[src/rtl/phy_pkg.sv]
// rtl/phy_pkg.sv - shared state encodings, default symbols and width helper for the phy receive path
package phy_pkg;

   localparam logic [1:0] ST_SEARCH = 2'd0;
   localparam logic [1:0] ST_ALIGN  = 2'd1;
   localparam logic [1:0] ST_SYNCED = 2'd2;

   localparam logic [7:0] COM_DEFAULT  = 8'hBC;
   localparam logic [7:0] IDLE_DEFAULT = 8'h7C;

   // Never returns 0 so a single-lane or tiny counter still gets a legal vector.
   function automatic int clog2_min1(input int n);
      int w;
      w = 1;
      while ((1 << w) < n) w++;
      return w;
   endfunction

endpackage

[src/rtl/phy_sym_align.sv]
// rtl/phy_sym_align.sv - bit-sliding COM search, symbol boundary tracking and lock FSM
module phy_sym_align
   import phy_pkg::*;
#(
   parameter int                DATA_W     = 8,
   parameter logic [DATA_W-1:0] COM        = DATA_W'(COM_DEFAULT),
   parameter int                SYNC_COUNT = 4
) (
   input  logic              clk_32f,
   input  logic              reset,
   input  logic              serial_in,
   output logic [DATA_W-1:0] sym,
   output logic              sym_strobe,
   output logic [1:0]        state
);

   localparam int BW = clog2_min1(DATA_W);
   localparam int CW = clog2_min1(SYNC_COUNT + 1);
   localparam logic [BW-1:0] LAST_BIT    = BW'(DATA_W - 1);
   localparam logic [CW-1:0] SYNC_TARGET = CW'(SYNC_COUNT);

   // Only the newest DATA_W-1 bits are needed; the incoming bit completes the candidate.
   logic [DATA_W-2:0] sh;
   logic [BW-1:0]     bit_cnt;
   logic [CW-1:0]     com_cnt;
   logic              boundary;
   logic              is_com;

   assign sym        = {sh, serial_in};
   assign boundary   = (bit_cnt == LAST_BIT);
   assign is_com     = (sym == COM);
   assign sym_strobe = (state == ST_SYNCED) && boundary;

   always_ff @(posedge clk_32f or posedge reset) begin
      if (reset) begin
         sh      <= '0;
         bit_cnt <= '0;
         com_cnt <= '0;
         state   <= ST_SEARCH;
      end else begin
         sh      <= sym[DATA_W-2:0];
         bit_cnt <= boundary ? '0 : bit_cnt + 1'b1;
         case (state)
            ST_SEARCH: begin
               if (is_com) begin
                  bit_cnt <= '0;
                  com_cnt <= CW'(1);
                  state   <= (SYNC_COUNT == 1) ? ST_SYNCED : ST_ALIGN;
               end
            end
            ST_ALIGN: begin
               if (boundary) begin
                  if (is_com) begin
                     com_cnt <= com_cnt + 1'b1;
                     if (com_cnt + 1'b1 == SYNC_TARGET) state <= ST_SYNCED;
                  end else begin
                     com_cnt <= '0;
                     state   <= ST_SEARCH;
                  end
               end
            end
            default: ;
         endcase
      end
   end

endmodule

[src/rtl/phy_rx_sync_deser.sv]
// rtl/phy_rx_sync_deser.sv - serial receive front end: symbol lock plus round-robin lane distribution
module phy_rx_sync_deser
   import phy_pkg::*;
#(
   parameter int                DATA_W     = 8,
   parameter int                NUM_LANES  = 4,
   parameter logic [DATA_W-1:0] COM        = DATA_W'(COM_DEFAULT),
   parameter logic [DATA_W-1:0] IDLE       = DATA_W'(IDLE_DEFAULT),
   parameter int                SYNC_COUNT = 4
) (
   input  logic                          clk_32f,
   input  logic                          reset,
   input  logic                          serial_in,
   output logic [NUM_LANES*DATA_W-1:0]   data_out,
   output logic [NUM_LANES-1:0]          valid_out,
   output logic                          active,
   output logic [1:0]                    sync_state
);

   localparam int LW = clog2_min1(NUM_LANES);
   localparam logic [LW-1:0] LAST_LANE = LW'(NUM_LANES - 1);

   logic [DATA_W-1:0] sym;
   logic              sym_strobe;
   logic [1:0]        state;
   logic [LW-1:0]     lane_ptr;

   phy_sym_align #(
      .DATA_W     (DATA_W),
      .COM        (COM),
      .SYNC_COUNT (SYNC_COUNT)
   ) u_align (
      .clk_32f    (clk_32f),
      .reset      (reset),
      .serial_in  (serial_in),
      .sym        (sym),
      .sym_strobe (sym_strobe),
      .state      (state)
   );

   assign sync_state = state;
   assign active     = (state == ST_SYNCED);

   // COM re-frames the lane rotation; IDLE is filler and consumes no lane.
   always_ff @(posedge clk_32f or posedge reset) begin
      if (reset) begin
         lane_ptr  <= '0;
         data_out  <= '0;
         valid_out <= '0;
      end else begin
         valid_out <= '0;
         if (!active) begin
            lane_ptr <= '0;
         end else if (sym_strobe) begin
            if (sym == COM) begin
               lane_ptr <= '0;
            end else if (sym != IDLE) begin
               data_out[lane_ptr*DATA_W +: DATA_W] <= sym;
               valid_out[lane_ptr]                 <= 1'b1;
               lane_ptr <= (lane_ptr == LAST_LANE) ? '0 : lane_ptr + 1'b1;
            end
         end
      end
   end

endmodule

[config.mk]
export PLATFORM = sky130hd
export DESIGN_NAME = phy_rx_sync_deser
export DESIGN_NICKNAME = d
export VERILOG_FILES = /design/src/rtl/phy_pkg.sv /design/src/rtl/phy_sym_align.sv /design/src/rtl/phy_rx_sync_deser.sv
export SDC_FILE = /design/constraint.sdc
export NUM_CORES = 1
export LEC_CHECK = 0
export BUFFER_PORTS_ARGS = -buffer_cell sky130_fd_sc_hd__buf_2
export CAP_MARGIN = 20
export CELL_PAD_IN_SITES_DETAIL_PLACEMENT = 1
export CELL_PAD_IN_SITES_GLOBAL_PLACEMENT = 2
export CORE_ASPECT_RATIO = 1.4
export CORE_MARGIN = 2
export CORE_UTILIZATION = 39
export DETAILED_ROUTE_END_ITERATION = 6
export GPL_TIMING_DRIVEN = 0
export PLACE_DENSITY = 0.9
export SYNTH_ARGS = -nofsm -noshare
export SYNTH_HDL_FRONTEND = slang
export SYNTH_HIERARCHICAL = 1
export SYNTH_SLANG_ARGS = --single-unit
[constraint.sdc]
create_clock -name clk_32f -period 3.4 [get_ports clk_32f]
set_input_delay 0.51 -clock clk_32f [delete_from_list [all_inputs] [get_ports clk_32f]]
set_output_delay 0.51 -clock clk_32f [all_outputs]
set_load 0.02 [all_outputs]
# ---- Word level (Yosys, flattened, before mapping)
# Index checks and enable logic that the tools add are counted.
dict set report totals {
  ff_bits 53
  input_bits 3
  word_cells 60
}
dict set report op_classes {
  add_sub_neg 4
  n_lt_le_gt_ge 2
  n_eq_ne 12
  n_shift 2
  muxes 24
  bitwise 1
  n_reduce_logical 8
}
# op n
set ops {}
lappend ops {{$neg A5 Y34} 1}
lappend ops {{$shift A8 B34 Y32 const A} 1}
lappend ops {{$shiftx A8 B34 Y32} 1}
lappend ops {{$bwmux W32} 1}
lappend ops {{$mux W2} 9}
lappend ops {{$mux W3} 6}
lappend ops {{$mux W4} 4}
lappend ops {{$eq A8 B8 Y1 const B} 1}
lappend ops {{$ne A8 B7 Y1 const B} 1}
lappend ops {{$reduce_and A4 Y1} 2}
lappend ops {{$add A3 B1 Y3 const B} 2}
lappend ops {{$eq A3 B3 Y1 const B} 2}
lappend ops {{$ne A2 B1 Y1 const B} 3}
lappend ops {{$pmux W3 S2} 1}
lappend ops {{$eq A2 B2 Y1 const B} 2}
lappend ops {{$pmux W2 S2} 1}
lappend ops {{$lt A2 B3 Y1 const B} 1}
lappend ops {{$ne A3 B1 Y1 const B} 1}
lappend ops {{$ne A3 B3 Y1 const B} 1}
lappend ops {{$reduce_and A3 Y1} 1}
lappend ops {{$add A2 B1 Y2 const B} 1}
lappend ops {{$demux W1 S2} 1}
lappend ops {{$eq A2 B1 Y1 const B} 1}
lappend ops {{$ge A2 B1 Y1 const B} 1}
lappend ops {{other kinds (6)} 7}

# ---- Longest topological paths before layout
# Gate-level depths: netlist of run 1.
dict set report depth {
  word_depth 8
  depth_mapped 8
  ltp_nobuf 7
}

# ---- Modules after synthesis
# The synthesis of run 1 kept the hierarchy.
# module n_inst cells_per_inst area_each_um2 seq_area_each_um2
set modules_own_cells {}
lappend modules_own_cells {phy_rx_sync_deser 1 192 2005.7 950.9}
lappend modules_own_cells {phy_sym_align 1 55 713.2 375.4}

# ---- Least setup slack after synthesis of run 1
# OpenSTA, ideal clock, no wires.
dict set report synth_path {
  kind {register to register}
  start {register u_align.bit_cnt[0]}
  end {register valid_out[0]}
  setup_time_ns 0.081
  arrival_ns 1.699
  slack_ns 1.620
  stages_incl_launch_ff 9
  n_path_buf 2
  period_less_slack_ns 1.780
  cell_sequence {dfrtp_1 ha_1 ha_1 nand2_1 nor2_1 buf_2 clkbuf_1 nand2_1 nor3_2}
}
dict set report synth_between {
  elab_chain_len 4
}
# element line_no
set synth_rtl {}
lappend synth_rtl {{start, declared} phy_sym_align.sv:24} ;# logic [BW-1:0] bit_cnt;
lappend synth_rtl {{start signal, assigned} phy_sym_align.sv:42} ;# bit_cnt <= boundary ? '0 : bit_cnt + 1'b1;
lappend synth_rtl {{$eq A3 B3 Y1} phy_sym_align.sv:30} ;# assign boundary = (bit_cnt == LAST_BIT);
lappend synth_rtl {{$logic_and A1 B1 Y1} phy_sym_align.sv:32} ;# assign sym_strobe = (state == ST_SYNCED) && boundary;
lappend synth_rtl {{named net sym_strobe} phy_rx_sync_deser.sv:24} ;# logic sym_strobe;
lappend synth_rtl {{$mux W4} phy_rx_sync_deser.sv:54} ;# end else if (sym_strobe) begin
lappend synth_rtl {{$mux W4} phy_rx_sync_deser.sv:52} ;# if (!active) begin
lappend synth_rtl {{end signal, assigned} phy_rx_sync_deser.sv:49} ;# valid_out <= '0;
lappend synth_rtl {{end signal, assigned} phy_rx_sync_deser.sv:51} ;# valid_out <= '0;
lappend synth_rtl {{end signal, assigned by index} phy_rx_sync_deser.sv:59} ;# valid_out[lane_ptr] <= 1'b1;
lappend synth_rtl {{end, declared} phy_rx_sync_deser.sv:15} ;# output logic [NUM_LANES-1:0] valid_out,
# The timed path passes the listed nets, and every way through them passes these cells.
# A chain may end at the register's enable or synchronous reset.

# ---- Final worst setup path of run 1
# Same ends and word-level chain as after synthesis.

==> summary.md, run 1 <==
- 6 — count of warnings emitted by yosys
- 0 — residual overflow from global routing
- 0 — antenna diode count
- 2 — sum of buffers and inverters on the critical path
- reg -> reg — classification of the worst setup path
- 307 — Final #Nets
- 4620 um — HPWL after detailed placement
- 0.00272 mm2 — Syn Std Cell Area
- 103 um — Chip Height
- 0.786 ns — transition time at the pin with the least slew margin
- 3.64 ns — Req. time, crit path
- flop — crit path capture type
- 0.10 ns — Clock transition at path regs
- 0 — number of endpoints failing setup at the final stage
- 52 — number of distinct library cells after synthesis
- 0.00766 mm2 — floorplan die area
- 6210 um — total wire length
- 438 MHz — FMAX
- 0 ns — final sum of negative setup slack
- 0.213 — share of synthesized cell area in and, or, nand and nor gates
- 42 — Top Ports
- 0.0414 — adder and majority cell fraction of the synthesized area
- yes — clock tree from TritonCTS
- 2.28 ns — Final min period
- 383 mW/mm2 — power density cells
- 0.804 — routability-driven placement congestion ratio
- 10100 um — first-pass GRT wire length
- clkbuf_8 — Root Buffer Master
- 0.00685 mm2 — Placeable Area
- flop — kind of launch point of the worst setup path
- 0 — number of antenna-violating nets in the routed design
- 53 — post-synthesis sequential element count
- in -> async — Hold Path Class
- 247 — Synth Instances
- 8 — total stage count of the critical path
- 36 — count of standard-cell rows
- 259 — Net Count, Synth
- 0.397 — effective utilization at floorplan
- 0.00368 — multiplexer share of the synthesized area
- 5.01 — routed via count divided by cell count
- 0 — cts hold-fix bufs
- 2 — H-Tree Depth
- simple AND/OR/NAND/NOR gates — main combinational cell family by area after synthesis
- 0.161 — Synth Area in Compound Gates
- 0.488 — Seq/Total Area, Yosys
- 0.32 ns — clock latency of the later-clocked register in the worst-skew pair
- false — RSZ-0062 raised after global routing
- 40 — number of violations reported at the end of detailed-routing iteration 0
- 0.247 ns — Worst Hold Margin
- 2 — number of buffers between clock root and the deepest sink
- 0 — number of violations of the max-capacitance limit
- 0.38 ns — biggest cell delay along the critical path
- 74.6 um — Die X
- 0 — DRC violations left
- 1.43 nW — Static Leak
- 8 — path depth of the worst reg2reg path
- 10 — maximum fanout count along the critical path
- simple AND/OR/NAND/NOR gates — gate family responsible for the most delay along the worst path
- 0.475 — Slew Limit Headroom
- 0.0122 ns — Fin Clk Skew
- 0.269 mV — maximum resistive drop on vdd
- 39 — pin count of the biggest net entering global routing
- 1958 — Vias
- 4 — router iterations before antenna repair
- 0 — Post-CTS Resized
- finished, final reports clean — status
- 0 — number of buffers inserted by post-CTS setup repair
- 11.0 um2 — syn_area_per_cell
- 1966 — via count of the first global-routing pass
- 53 — number of sinks on the clock net
- ha_1, ha_1, nand2_1, nor2_1, buf_2, clkbuf_1, nand2_1, nor3_2 — CP cell instances
- 5 — cts bufs inserted
- 0.314 — layout cell share with drive strength beyond 1
- 41 — Port Buffer Count
- 2.52 ns — CP Data Arrival Time
- 0 — max-slew violation count
- 0 — number of antenna violations at the first check in global routing
- 0.00966 — parity-gate share of the synthesized area counting xor and xnor cells
- 16.3% — P&R area growth vs syn
- 0.175 — combined global-route utilization of all metal layers
- 812 — fill cell instance count of the final layout
- 15.9 um — routed wirelength normalized by instance count
- clkbuf_1 — cell with the largest stage delay on the worst path
- 0 — Final Hold Violating Endpoints
- 0.672 — portion of the clock cycle consumed by the worst path in the final layout
==> final timing paths <==
check | start | endpoint | slack, ns
max reg2reg | u_align/bit_cnt[0]$_DFF_PP0_ | valid_out[0]$_DFF_PP0_ | 1.12
max in group asynchronous | reset | data_out[30]$_DFFE_PP0P_ | 2.56
min in group clk_32f | serial_in | u_align/sh[0]$_DFF_PP0_ | 0.33
min | reset | u_align/sh[4]$_DFF_PP0_ | 0.25
max | u_align/bit_cnt[0]$_DFF_PP0_ | valid_out[0]$_DFF_PP0_ | 1.12
min reg2reg | u_align/bit_cnt[0]$_DFF_PP0_ | u_align/bit_cnt[0]$_DFF_PP0_ | 0.44
==> metrics by stage <==
stage	cell area, um2	instances	worst slack, ns	util	power [W]
finish	3160	391	1.12	0.462	0.00121
global route	3160	391	0.840	0.462	0.00127
CTS	3160	391	1.09	0.462	0.00123
detailed placement	3040	383	1.11	0.444	0.000768
global placement	3040	383	1.15	0.444	0.000762
floorplan	2720	247	1.62	-	0.000743
==> area by class of cell <==
type | instances | area [um2] | area share
Buffer | 12 | 85.1 | 0.0269
Clock buffer | 6 | 82.6 | 0.0261
Clock inverter | 2 | 37.5 | 0.0119
Inverter | 38 | 143 | 0.0451
Multi-Input combinational cell | 144 | 1160 | 0.368
Sequential cell | 53 | 1330 | 0.419
Tap cell | 95 | 119 | 0.0376
Timing Repair Buffer | 41 | 205 | 0.0649
==> layout by cell type (no fill, tap or decap), types with 5 or more instances in the layout <==
| cell | n |
|---|---|
| o22ai_2 | 6 |
| o21ai_0 | 8 |
| ha_1 | 9 |
| nand2_1 | 15 |
| o22ai_1 | 20 |
| buf_2 | 43 |
| nand4_1 | 14 |
| nor2b_1 | 5 |
| inv_1 | 37 |
| clkbuf_8 | 7 |
| dfrtp_1 | 53 |
| nand3_1 | 11 |
| and2_2 | 6 |
==> sequential cells by signal, indices dropped and copies added, names as in the netlist <==
register,count
u_align/state,2
u_align/com_cnt,3
u_align/sh,7
data_out,32
valid_out,4
u_align/bit_cnt,3
lane_ptr,2
==> worst reg2reg max path: cells and delay by family, from the launching register on <==
family	cells	cell delay (ns)
buffers and inverters	2	0.66
adders and majority gates	2	0.47
DFF	1	0.36
and+or+nand+nor	4	0.72
==> cells by family after synthesis <==
| logic type | count (synthesis) |
|---|---|
| xor gates and xnor gates | 3 |
| adders and majority gates | 9 |
| buffers and inverters | 50 |
| DFF | 53 |
| muxes | 1 |
| and+or+nand+nor | 81 |
| AOI/OAI and AO/OA | 50 |
==> where the power goes <==
| group | internal, W | total [W] | switching, W |
|---|---|---|---|
| logic | 0.0000338 | 0.0000767 | 0.0000429 |
| registers | 0.000653 | 0.000676 | 0.0000228 |
| clock network | 0.000240 | 0.000458 | 0.000218 |
==> metal layers <==
| metal | part of all wire | track usage | vias to the layer above |
|---|---|---|---|
| met4 | 0.012 | 0.0495 | 0 |
| met2 | 0.53 | 0.306 | 27 |
| li1 | - | - | 967 |
| met1 | 0.44 | 0.219 | 958 |
| met5 | 0 | 0 | - |
| met3 | 0.025 | 0.0323 | 6 |
==> synthesized netlist by cell type, drive strengths merged <==
cell,n,share of area
inv,38,0.052
clkbuf,4,0.0097
xor2,2,0.0064
and3b,1,0.0037
o31ai,1,0.0046
nor3b,3,0.012
o21ai,10,0.021
o41a,1,0.0041
mux2i,1,0.0037
o311a,1,0.0078
xnor2,1,0.0032
o311ai,1,0.0097
nor4,1,0.0046
nor2b,5,0.012
ha,9,0.041
nand4b,5,0.022
o31a,1,0.0032
dfrtp,53,0.49
nand4bb,2,0.020
a2bb2oi,1,0.0032
nand3b,1,0.0028
and2,8,0.021
nand2,15,0.021
nor3,4,0.011
o32ai,2,0.0092
nand2b,2,0.0046
o22ai,26,0.074
nand4,14,0.032
buf,8,0.022
and4bb,2,0.0092
and3,1,0.0023
a31o,1,0.0032
o211ai,2,0.0074
nand3,11,0.020
nor2,3,0.0041
a31oi,3,0.014
or2,1,0.0032
and4b,2,0.0074
No activity file was read; power rests on OpenSTA's default activity.
==> run 2, diff against run 1 <==
- ABC_AREA: default -> 1
- CORE_UTILIZATION: 39 -> 31
- PLACE_DENSITY: 0.9 -> 0.83
- clock period: 3.4 -> 1.9 ns (I/O delays scaled with it)
==> run 2 against run 1 <==
  * First-iteration DRC count grew to 2.8 times the previous value
  * Power grew 110%
  * Worst hold slack lost 0.18 ns
  * Critical path depth grew 2
  * Combinational power grew to 5.6 times the previous value
  * Global-route usage shrank 2.6 points
  * Critical path type unchanged
  * Non-clock buffer count grew 1
  * Clock skew shrank 0.0069 ns
  * Fmax grew 32%
==> summary.md, run 2 <==
- 0.00133 mm2 — area occupied by registers
- data_out x32, u_align/sh x7, valid_out x4 — Largest regs
- 40 — count of standard-cell rows
- 0.00861 mm2 — Placeable Area
- 0.36 ns — biggest cell delay along the critical path
- nand2_1 — most common cell in the netlist
- 53 — post-synthesis sequential element count
- simple AND/OR/NAND/NOR gates — main combinational cell family by area after synthesis
- 0.909 — portion of the clock cycle consumed by the worst path in the final layout
- 0.149 — combined global-route utilization of all metal layers
- 2.09 ns — Req. time, crit path
- 11200 um — first-pass GRT wire length
- 0 — Final Hold Violating Endpoints
- 0.408 mV — maximum resistive drop on vdd
- data_out[28]$_DFFE_PP0P_ — reg-to-reg endpoint
- 0.844 — routability-driven placement congestion ratio
- 0.810 ns — transition time at the pin with the least slew margin
- 0.00964 mm2 — floorplan die area
- dfrtp_1 (48%), nand2_1 (14%), nand3_1 (5.3%), nor3_1 (4.9%), ha_1 (4.1%) — cell types with the largest area share after synthesis
- 6 — router iterations before antenna repair
- u_align/bit_cnt[0]$_DFF_PP0_ — origin of the critical flop-to-flop path
- 83.6 um — Die X
- 4910 um — HPWL after detailed placement
- 42 — Top Ports
- 1.68 nW — Static Leak
- 1.00 — asr flop ratio synth
- 41 — Port Buffer Count
- 475 — post-route insts no fill
- 0 — multiplexer share of the synthesized area
- 0.459 — Slew Limit Headroom
- flop — kind of launch point of the worst setup path
- 0.00275 mm2 — Syn Std Cell Area
- 0.292 — switching part of the total
- 0.17 ns — register-to-register path setup slack
- 6 — count of warnings emitted by yosys
- 0.483 — Seq/Total Area, Yosys
- 115 um — Chip Height
- nand2_1 (100), dfrtp_1 (53), nand3_1 (29) — most numerous cell types in the synthesized netlist
- 2 — H-Tree Depth
- dfrtp_1 — cell with the largest stage delay on the worst path
- 23 — number of distinct library cells after synthesis
- 0.00121 mm2 — area used by multi-input combinational logic
- 0.00547 — Synth Area in Compound Gates
- 0 — parity-gate share of the synthesized area counting xor and xnor cells
- dfrtp_1 — Post-synth top flop
- 2 — number of buffers between clock root and the deepest sink
- 0 — max-slew violation count
- 0.339 — portion of total power attributed to the clock network
- 32 — Largest register FFs
- 0 — antenna diode count
- 579 MHz — FMAX
- 0.0410 — adder and majority cell fraction of the synthesized area
- 0.00529 ns — Fin Clk Skew
- 0 — number of violations of the max-capacitance limit
- false — RSZ-0062 raised after global routing
- 381 — Final #Nets
- 0.308 — layout cell share with drive strength beyond 1
- 14.0 um — routed wirelength normalized by instance count
- 0 — DRC violations left
- 0.495 — sequential power share
- 0.0667 ns — Worst Hold Margin
- 0 — number of antenna violations at the first check in global routing
- reg -> reg — classification of the worst setup path
- yes — clock tree from TritonCTS
- 0 — cts hold-fix bufs
- 0.00184 W — Internal Pwr Total
- nand2_1 — most frequent standard cell in the layout excluding fill and tap cells
- 9 — maximum fanout count along the critical path
- 1.91 ns — CP Data Arrival Time
- 1069 — fill cell instance count of the final layout
- flop — crit path capture type
- 0 — number of endpoints failing setup at the final stage
- 0.483 — fraction of post-synthesis cell area in the top cell type by area
- 318 — Synth Instances
- 39 — pin count of the biggest net entering global routing
- finished, final reports clean — status
- data_out — Top reg by flops
- clkbuf_16 — Root Buffer Master
- 1.73 ns — Final min period
- ha_1, ha_2, inv_1, nor3_4, inv_1, nor2_4, buf_4, nand3_4, nand2_1, nand2_1 — CP cell instances
- 0 — number of antenna-violating nets in the routed design
- 53 — number of sinks on the clock net
- 0.167 — share of power burned in combinational logic
- 6670 um — total wire length
- nand2_1 (98), dfrtp_1 (52), buf_2 (43) — commonest cells after routing, fill and taps aside
- 0 ns — final sum of negative setup slack
- 0 — residual overflow from global routing
- 793 mW/mm2 — power density cells
- 0.172 ns — final worst setup slack
- dfrtp_1 — cell taking the most area after synthesis
- 19.4% — P&R area growth vs syn
- 5 — cts bufs inserted
- 0.000760 W — net switching power of the design
- 112 — number of violations reported at the end of detailed-routing iteration 0
- 330 — Net Count, Synth
- 0.384 — share of synthesized cell area in and, or, nand and nor gates
- 0.07 ns — Clock transition at path regs
- 0.29 ns — clock latency of the later-clocked register in the worst-skew pair
- 464 — cell count after placement
- -0.181 ns — setup slack at placement
- 0 — EDFF count, synth
- 0.381 — Final Core Density
- in -> async — Hold Path Class
- 4.56 — routed via count divided by cell count
- 10 — path depth of the worst reg2reg path
- 0.319 — effective utilization at floorplan
- 2318 — via count of the first global-routing pass
- 8.64 um2 — syn_area_per_cell
- 2165 — Vias
run 2: power groups by stage:
stage	Sequential [W]	Combinational, W	Clock (W)
after floorplan	0.00142	0.000172	0
after global placement	0.00130	0.000426	0
after detailed placement	0.00131	0.000437	0
after CTS	0.00129	0.000438	0.000932
after global routing	0.00130	0.000483	0.000969
final	0.00129	0.000433	0.000881
run 2: worst max-delay path by stage:
stage | startpoint | endpoint | depth (start not counted) | slack [ns]
after floorplan | u_align/bit_cnt[0]$_DFF_PP0_ | data_out[16]$_DFFE_PP0P_ | 9 | 0.23
after global placement | u_align/bit_cnt[0]$_DFF_PP0_ | data_out[20]$_DFFE_PP0P_ | 9 | -0.14
after detailed placement | u_align/bit_cnt[0]$_DFF_PP0_ | data_out[23]$_DFFE_PP0P_ | 9 | -0.18
after CTS | u_align/bit_cnt[0]$_DFF_PP0_ | data_out[29]$_DFFE_PP0P_ | 10 | 0.05
after global routing | u_align/bit_cnt[0]$_DFF_PP0_ | data_out[29]$_DFFE_PP0P_ | 10 | 0.02
final | u_align/bit_cnt[0]$_DFF_PP0_ | data_out[28]$_DFFE_PP0P_ | 10 | 0.17
run 2: final cells by class:
type	instances	area share
Inverter	37	0.0431
Buffer	10	0.0298
Clock inverter	2	0.00305
Multi-Input combinational cell	218	0.370
Tap cell	105	0.0401
Sequential cell	53	0.405
Clock buffer	6	0.0393
Timing Repair Buffer	44	0.0694
run 2: what timing repair did:
action | CTS | global route
resized for setup | 1 | 9
buffers inserted | 2 | 1
pin swaps | 1 | 2
endpoints found under the setup margin | 33 | 32
hold endpoints to repair | 0 | 0
run 2: cell families (layout without fill, tap and decap cells):
logic type	count (synthesis)	after routing
and+or+nand+nor	206	206
buffers and inverters	47	99
AOI/OAI and AO/OA	3	3
adders and majority gates	9	9
DFF	53	53
run 2: through the flow:
stage / area, um2 / power [W]
final: 3280 / 0.00260
after global routing: 3280 / 0.00275
after CTS: 3240 / 0.00266
after detailed placement: 3080 / 0.00175
after global placement: 3080 / 0.00173
after floorplan: 2750 / 0.00159
run 2: worst max-delay path: cells and delay by family (launching register included):
kind,cells,cell delay (ns)
fa+ha+maj,2,0.35
flops,1,0.36
simple gates,5,0.58
buf+inv,3,0.33
run 2: per-layer routing:
layer / GRT usage / vias to the layer above / part of all wire / wire, um
li1: - / 1103 / - / -
met3: 0.0309 / 7 / 0.030 / 200
met5: 0 / - / 0 / 0
met2: 0.277 / 31 / 0.54 / 3620
met1: 0.167 / 1024 / 0.41 / 2730
met4: 0.0570 / 0 / 0.018 / 123
==> run 3, diff against run 2 <==
- CELL_PAD_IN_SITES_DETAIL_PLACEMENT: 1 -> default
- CELL_PAD_IN_SITES_GLOBAL_PLACEMENT: 2 -> default
- CORE_UTILIZATION: 31 -> 50
- MAX_ROUTING_LAYER: default -> met4
- PLACE_DENSITY: 0.83 -> 0.81
==> run 3 against run 2 <==
  * Register-to-register slack lost 0.03 ns
  * Worst setup slack got worse by 0.025 ns
  * Core utilization is 23 points higher
  * Power is 9.3% lower
  * Cell area fell by 2.9%
  * Critical path depth fell by 1
  * First-iteration DRC count is 26% lower
  * Die area shrank 37%
  * Routed wire length decreased by 19%
  * Largest power group unchanged
==> summary.md, run 3 (synthesized netlist as in run 2, its figures left out) <==
- 4110 um — HPWL after detailed placement
- 0 ns — final sum of negative setup slack
- 5440 um — total wire length
- reg -> reg — classification of the worst setup path
- 2980 um — WL met2
- 0 — antenna diode count
- 1.66 nW — Static Leak
- 0 — Final Hold Violating Endpoints
- 0.00121 mm2 — area used by multi-input combinational logic
- 0.00611 mm2 — floorplan die area
- 570 MHz — FMAX
- 0.312 — switching part of the total
- 0.00910 ns — Fin Clk Skew
- 0.273 — portion of total power attributed to the clock network
- 0.544 — sequential power share
- 0 — residual overflow from global routing
- 0.09 ns — Clock transition at path regs
- 32 — Largest register FFs
- in -> async — Hold Path Class
- 0 — max-slew violation count
- 15.9% — P&R area growth vs syn
- 31 — count of standard-cell rows
- data_out — Top reg by flops
- 25 — pin count of the biggest net entering global routing
- 0 — number of endpoints failing setup at the final stage
- 235 um — routed length on met3
- 83 — number of violations reported at the end of detailed-routing iteration 0
- 0.467 mV — maximum resistive drop on vdd
- 66.6 um — Die X
- 1.75 ns — Final min period
- flop — kind of launch point of the worst setup path
- 0.692 ns — transition time at the pin with the least slew margin
- 2.11 ns — Req. time, crit path
- 4 — router iterations before antenna repair
- 5 — cts bufs inserted
- false — RSZ-0062 raised after global routing
- 2179 — Vias
- 0.608 — Final Core Density
- 0.524 — effective utilization at floorplan
- 434 — post-route insts no fill
- 0.202 — combined global-route utilization of all metal layers
- 2 — number of buffers between clock root and the deepest sink
- 0.291 — layout cell share with drive strength beyond 1
- 0.31 ns — clock latency of the later-clocked register in the worst-skew pair
- 5.02 — routed via count divided by cell count
- 0 — number of violations of the max-capacitance limit
- 0.861 — routability-driven placement congestion ratio
- nand2_1 — most frequent standard cell in the layout excluding fill and tap cells
- finished, final reports clean — status
- 0.923 — portion of the clock cycle consumed by the worst path in the final layout
- 0 — number of antenna-violating nets in the routed design
- 0.0388 ns — Worst Hold Margin
- 467 — fill cell instance count of the final layout
- 426 — cell count after placement
- yes — clock tree from TritonCTS
- 0.147 ns — final worst setup slack
- 2120 um — M1 WL
- 0 — number of buffers inserted by post-CTS setup repair
- 41 — Port Buffer Count
- flop — crit path capture type
- 0.00133 mm2 — area occupied by registers
- 0.183 — share of power burned in combinational logic
- 0.538 — Slew Limit Headroom
- clkbuf_8 — Root Buffer Master
- 0.00524 mm2 — Placeable Area
- 0.000737 W — net switching power of the design
- 0 — DRC violations left
- 91.7 um — Chip Height
- nand2_1 (98), dfrtp_1 (52), buf_2 (43) — commonest cells after routing, fill and taps aside
- 0 — number of antenna violations at the first check in global routing
- 53 — number of sinks on the clock net
- 9 — maximum fanout count along the critical path
- 1.96 ns — CP Data Arrival Time
- 0.00162 W — Internal Pwr Total
- 9290 um — first-pass GRT wire length
- 379 — Final #Nets
- data_out x32, u_align/sh x7, valid_out x4 — Largest regs
- -0.0665 ns — setup slack at placement
- 2 — H-Tree Depth
- 2128 — via count of the first global-routing pass
- 741 mW/mm2 — power density cells
- met4 — top sig layer
- 42 — Top Ports
- 12.5 um — routed wirelength normalized by instance count
[run 3: cell count changes in the layout (fill, tap and decap cells not counted), sizes merged]
cell	delta
clkinvlp	+1
clkbuf	-1
clkinv	-1
inv	+1
buf	-2
[run 3: stage by stage]
step / area [um2] / total power (W)
floorplan: 2750 / 0.00159
global placement: 3030 / 0.00172
detailed placement: 3060 / 0.00174
CTS: 3160 / 0.00238
global route: 3180 / 0.00248
finish: 3180 / 0.00236
[run 3: path summary, 6_finish.rpt]
kind,slack (ns),endpoint,cells after the start,from
min in group clk_32f,0.12,u_align/sh[0]$_DFF_PP0_,1,serial_in
worst min-delay path,0.04,u_align/sh[2]$_DFF_PP0_,2,reset
worst max-delay path,0.15,data_out[12]$_DFFE_PP0P_,9,u_align/bit_cnt[0]$_DFF_PP0_
max in group asynchronous,1.29,data_out[23]$_DFFE_PP0P_,3,reset
worst min register to register,0.44,u_align/bit_cnt[0]$_DFF_PP0_,1,u_align/bit_cnt[0]$_DFF_PP0_
worst max register to register,0.15,data_out[12]$_DFFE_PP0P_,9,u_align/bit_cnt[0]$_DFF_PP0_
[run 3: cell type report]
type / count / area share
Buffer: 10 / 0.0306
Clock buffer: 5 / 0.0216
Clock inverter: 3 / 0.00668
Inverter: 37 / 0.0444
Multi-Input combinational cell: 218 / 0.381
Sequential cell: 53 / 0.417
Tap cell: 66 / 0.0259
Timing Repair Buffer: 42 / 0.0731
[run 3: metal layers]
| metal | up-vias | global-route usage |
|---|---|---|
| met2 | 45 | 0.358 |
| li1 | 1094 | - |
| met3 | 12 | 0.0294 |
| met4 | 0 | 0.0884 |
| met1 | 1028 | 0.220 |
| met5 | - | - |
[run 3: power groups by stage]
| stage | Clock, W | Combinational, W | Sequential [W] |
|---|---|---|---|
| floorplan | 0 | 0.000172 | 0.00142 |
| finish | 0.000643 | 0.000432 | 0.00128 |
| global route | 0.000709 | 0.000475 | 0.00130 |
| global placement | 0 | 0.000416 | 0.00130 |
| detailed placement | 0 | 0.000435 | 0.00131 |
| CTS | 0.000663 | 0.000436 | 0.00128 |
[run 3: critical path: stages (launching register included)]
cell and delay [ns]:
dfrtp_1 0.37, ha_1 0.15, ha_1 0.19, inv_1 0.09, nor3_4 0.20, inv_1 0.09
nor2_4 0.24, nand3_4 0.17, nand2_1 0.10, nand2_1 0.05
[run 3: what timing repair did]
| item | in CTS | in global routing |
|---|---|---|
| resized for setup | 1 | 6 |
| hold buffers | 0 | 0 |
| pin swaps | 0 | 1 |
| endpoints found under the setup margin | 16 | 18 |
